`config.mk`:
```
export PLATFORM = sky130hd
export DESIGN_NAME = id_hazard_fwd_unit
export DESIGN_NICKNAME = d
export VERILOG_FILES = /design/src/rtl/id_hazard_fwd_unit.sv
export SDC_FILE = /design/constraint.sdc
export NUM_CORES = 1
export LEC_CHECK = 0
export ABC_AREA = 1
export BUFFER_PORTS_ARGS = -buffer_cell sky130_fd_sc_hd__buf_4
export CAP_MARGIN = 30
export CORE_UTILIZATION = 35
export CTS_BUF_LIST = sky130_fd_sc_hd__clkbuf_16
export DETAILED_ROUTE_END_ITERATION = 7
export GPL_TIMING_DRIVEN = 1
export SLEW_MARGIN = 20
export SYNTH_ARGS = -nofsm -noshare
export SYNTH_HDL_FRONTEND = slang
export SYNTH_SLANG_ARGS = --single-unit
```
`constraint.sdc`:
```
create_clock -name clk -period 2.3 [get_ports clk]
set_input_delay 0.345 -clock clk [delete_from_list [all_inputs] [get_ports clk]]
set_output_delay 0.345 -clock clk [all_outputs]
set_load 0.1 [all_outputs]
```
`src/rtl/id_hazard_fwd_unit.sv`:
```
// Decode-stage operand forwarding and load-use hazard unit.
// Tracks the destinations of FWD_DEPTH in-flight instructions after ID. Each read port
// picks the youngest matching stage's result, or the register file when nothing matches.
// A load that has not reached LOAD_LAT yet raises a stall request instead of forwarding.
module id_hazard_fwd_unit #(
    parameter int unsigned DATA_W    = 32,
    parameter int unsigned ADDR_W    = 5,
    parameter int unsigned NUM_RD    = 2,
    parameter int unsigned FWD_DEPTH = 3,
    parameter int unsigned LOAD_LAT  = 1,
    parameter int unsigned ZERO_REG  = 1,
    parameter int unsigned CNT_W     = 16
) (
    input  logic                        clk,
    input  logic                        rst,
    input  logic                        stall,
    input  logic                        flush,
    input  logic                        issue_en,
    input  logic [ADDR_W-1:0]           issue_dst_addr,
    input  logic                        issue_gpr_we_,
    input  logic                        issue_is_load,
    input  logic [NUM_RD-1:0]           rd_en,
    input  logic [NUM_RD*ADDR_W-1:0]    rd_addr,
    input  logic [NUM_RD*DATA_W-1:0]    rd_gpr_data,
    input  logic [FWD_DEPTH*DATA_W-1:0] fwd_data,
    output logic [NUM_RD*DATA_W-1:0]    rd_data,
    output logic                        ld_hazard,
    output logic [CNT_W-1:0]            stall_cnt,
    input  logic                        cnt_clr
);

    localparam logic [CNT_W-1:0] CntMax = {CNT_W{1'b1}};

    // Tracker entry k describes the instruction sitting k stages after ID (0 = EX).
    logic              valid_q   [FWD_DEPTH];
    logic [ADDR_W-1:0] dst_q     [FWD_DEPTH];
    logic              we_n_q    [FWD_DEPTH];
    logic              is_load_q [FWD_DEPTH];
    logic [CNT_W-1:0]  stall_cnt_q;
    logic [NUM_RD-1:0] port_haz;

    // Per-port operand resolution; scanning oldest to youngest lets the youngest match win.
    always_comb begin
        rd_data  = rd_gpr_data;
        port_haz = '0;
        for (int p = 0; p < int'(NUM_RD); p++) begin
            for (int k = int'(FWD_DEPTH) - 1; k >= 0; k--) begin
                if (valid_q[k] && !we_n_q[k] && (dst_q[k] == rd_addr[p*ADDR_W +: ADDR_W]) &&
                    !((ZERO_REG != 0) && (rd_addr[p*ADDR_W +: ADDR_W] == '0))) begin
                    rd_data[p*DATA_W +: DATA_W] = fwd_data[k*DATA_W +: DATA_W];
                    // Load data is not available yet at this stage; forwarded value is don't-care.
                    port_haz[p] = is_load_q[k] && (k < int'(LOAD_LAT));
                end
            end
        end
    end

    // Stall request only counts for ports actually used; a flush kills the request.
    assign ld_hazard = (|(port_haz & rd_en)) & ~flush;

    // Tracker shift: flush clears, stall holds, otherwise a new entry (or bubble) enters EX.
    always_ff @(posedge clk or negedge rst) begin
        if (!rst) begin
            for (int k = 0; k < int'(FWD_DEPTH); k++) begin
                valid_q[k]   <= 1'b0;
                dst_q[k]     <= '0;
                we_n_q[k]    <= 1'b1;
                is_load_q[k] <= 1'b0;
            end
        end else if (flush) begin
            for (int k = 0; k < int'(FWD_DEPTH); k++) begin
                valid_q[k] <= 1'b0;
            end
        end else if (!stall) begin
            for (int k = int'(FWD_DEPTH) - 1; k >= 1; k--) begin
                valid_q[k]   <= valid_q[k-1];
                dst_q[k]     <= dst_q[k-1];
                we_n_q[k]    <= we_n_q[k-1];
                is_load_q[k] <= is_load_q[k-1];
            end
            valid_q[0]   <= issue_en & ~ld_hazard;
            dst_q[0]     <= issue_dst_addr;
            we_n_q[0]    <= issue_gpr_we_;
            is_load_q[0] <= issue_is_load;
        end
    end

    // Saturating count of cycles with an active stall request; clear has priority.
    always_ff @(posedge clk or negedge rst) begin
        if (!rst) begin
            stall_cnt_q <= '0;
        end else if (cnt_clr) begin
            stall_cnt_q <= '0;
        end else if (ld_hazard && (stall_cnt_q != CntMax)) begin
            stall_cnt_q <= stall_cnt_q + 1'b1;
        end
    end

    assign stall_cnt = stall_cnt_q;

endmodule

```
==> out/qor.csv <==
metric,value,unit
cell taking the most area after synthesis,nand3_1,
Iteration-0 DRC Markers,578,
crit-path max cell delay,420,ps
outcome,"complete, but fails checks",
post-DR wirelength/cell,17.8,um
Hold Buf Count CTS,0,
Layout Cells excl Fill,1472,
min cycle time layout,2480,ps
Peak Freq,403,MHz
CP Class,reg2out,
RD Place Congestion,0.929,
CTS Buf Count,5,
failing checks,"DRC, setup timing",
row count,44,
drt first pass iters,7,
compound-gate portion of the synthesized area,10.2,%
NumNets Final,1473,
clk_lat worst skew,280,ps
Final setup viols,64,
clock tree buffer depth,2,
post-synth top area share,20.6,%
area occupied by multi-input gates,5060,um^2
Die X,125,um
cell chain of the critical path,xor2_1 -> nor3_4 -> buf_4 -> buf_8 -> clkbuf_16 -> nand3_1 -> nand3_2 -> a21oi_4 -> buf_12,
post-synth cell types,33,
number of I/O port buffers,265,
number of antenna violations at the first check in global routing,1,
Vias/cell,5.25,
syn_nets,1186,
worst relative slew slack,65.2,%
Seq cells post-synth,38,
share of post-route cells with drive strength above 1,50.2,%
hpwl dp,16.9,mm
Critical Path Slowest Stage Cell,dfrtp_1,
Post-Synth XOR/XNOR Area,1.81,%
most common cell in the netlist,nand2_1,
Area Overhead vs Synth,106,%
Leakage Power,5.59,nW
Max Slew Vio Count,0,
"Hold Vio Cnt, Final",0,
Most used DFF post-synth,dfrtp_1,
CTS tree,yes,
adder and majority cell fraction of the synthesized area,0.235,%
arrival time worst endpoint,2140,ps
register area,960,um^2
overall global routing resource usage,29.6,%
first-pass GRT wire length,37.4,mm
Synth Warn #,0,
crit path buf inv count,4,
unrepaired setup endpoints after global routing,yes,
mapped cell area,5320,um^2
DRC Markers,23,
Crit Path Max Fanout,6,
Synth Area per Inst,5.32,um^2
fillers,1167,
# clock sinks,38,
Vias,7724,
post-synthesis mux area share,0,%
Die Height,125,um
sequential-to-total area share from yosys stat,17.9,%
worst IR drop on VDD,0.000469,V
H-tree levels,2,
Post-DRT Antenna Nets,0,
Worst setup SP type,flip-flop,
pwr/cell area,353,nW/um^2
Hold WC Path Type,in2async,
ant diodes,0,
max capacitance violation total,0,
number of enable flip-flop cells after synthesis,0,
initial core utilization,36.2,%
main combinational cell family by area after synthesis,simple AND/OR/NAND/NOR gates,
asr flop ratio synth,100,%
most frequent cells after synthesis,"nand2_1 (241), nand3_1 (219), inv_1 (189), nor2_1 (87), a21oi_1 (70)",
clk_skew,5.97,ps
CTS root buffer,clkbuf_16,
Clock transition at path regs,60,ps
Mapped Cells,1000,
# IOs,266,
pin count of the biggest net entering global routing,45,
overflow left after global routing,0,
core area,14700,um^2
simple logic cell fraction of the synthesized area,49.8,%
Crit. End Element,primary output,
number of global-route vias before repair,7145,
Setup WS post-layout,-183,ps
DP Cell Count,1435,
Routed WL,26.3,mm
CP top delay family,buffers and inverters,
Crit path required time,1960,ps
Worst-Margin Slew,521,ps
die area,15700,um^2
Synth area leaders,"nand3_1 (21%), nand2_1 (17%), dfrtp_1 (16%), inv_1 (13%), a21oi_1 (6.6%)",
Tcrit/Tclk final,108,%
setup tns final,-8120,ps
==> metal layers <==
| layer | part of all wire [%] | global-route usage [%] |
|---|---|---|
| met4 | 3.0 | 10.4 |
| met1 | 41 | 37.4 |
| met3 | 6.5 | 4.15 |
| met2 | 50 | 51.4 |
| met5 | 0.065 | 0 |
==> final timing paths <==
path | to | start | cells past startpoint | slack, ps
max | rd_data[10] | dst_q[2] | 9 | -180
max in group asynchronous | dst_q[4] | rst | 1 | 1890
min in group clk | is_load_q[2] | issue_is_load | 3 | 270
min | stall_cnt[12] | rst | 1 | 20
min reg2reg | we_n_q[0] | we_n_q[0] | 2 | 470
max reg2reg | stall_cnt[14] | dst_q[10] | 12 | 430
==> where the power goes <==
group          internal, mW  switching (mW)  total, mW
Clock                 0.618           0.277      0.895
Sequential            0.737          0.0709      0.808
Combinational         0.848            1.32       2.17
==> cell families (layout without fill, tap and decap cells) <==
| family | Yosys count | in the layout |
|---|---|---|
| and+or+nand+nor | 586 | 586 |
| buffers and inverters | 259 | 547 |
| adders and majority gates | 1 | 1 |
| AOI/OAI and AO/OA | 105 | 105 |
| xor gates and xnor gates | 11 | 11 |
| DFF | 38 | 38 |
==> placed cells by master, fill, tap and decap left out, drive strengths merged, types with 7 or more instances in the layout <==
cell type  instances
nor3              10
nor2              96
clkbuf            12
nand4             12
dfrtp             35
a21oi             70
o22ai              7
xor2               7
o21ai             24
nand3            220
inv              201
nand2            245
buf              329
==> state kept, by name, indices dropped and copies added, names as in the netlist <==
| register | flops |
|---|---|
| dst_q | 15 |
| is_load_q | 1 |
| stall_cnt | 16 |
| valid_q | 3 |
| we_n_q | 3 |
==> stage by stage <==
stage / area [um^2] / hold slack, ps / setup WS (ps) / util (%) / power, mW
detailed placement: 8400 / 350 / -1.50 / 57.2 / 2.53
global route: 11000 / 56.4 / -255 / 74.6 / 4.03
floorplan: 6050 / 49.4 / 91.4 / - / 1.91
finish: 11000 / 24.5 / -183 / 74.6 / 3.87
CTS: 9820 / 45.9 / -161 / 66.8 / 3.71
global placement: 8400 / 351 / 4.66 / 57.2 / 2.53
==> layout make-up <==
| cell class | count | area share (%) |
|---|---|---|
| flip-flops and latches | 38 | 8.75 |
| inverters | 203 | 6.95 |
| clock inverters | 3 | 0.582 |
| clock buffers | 5 | 1.14 |
| multi-input cells | 703 | 46.1 |
| repair buffers | 336 | 34.4 |
| well taps | 184 | 2.10 |
==> timing repair <==
action | 4_1_cts | 5_1_grt
gates cloned | 4 | 10
pin swaps | 5 | 54
endpoints found under the setup margin | 65 | 65
buffers inserted | 7 | 10
resized for setup | 287 | 207
Note: power is estimated with default switching activity, not from simulation.
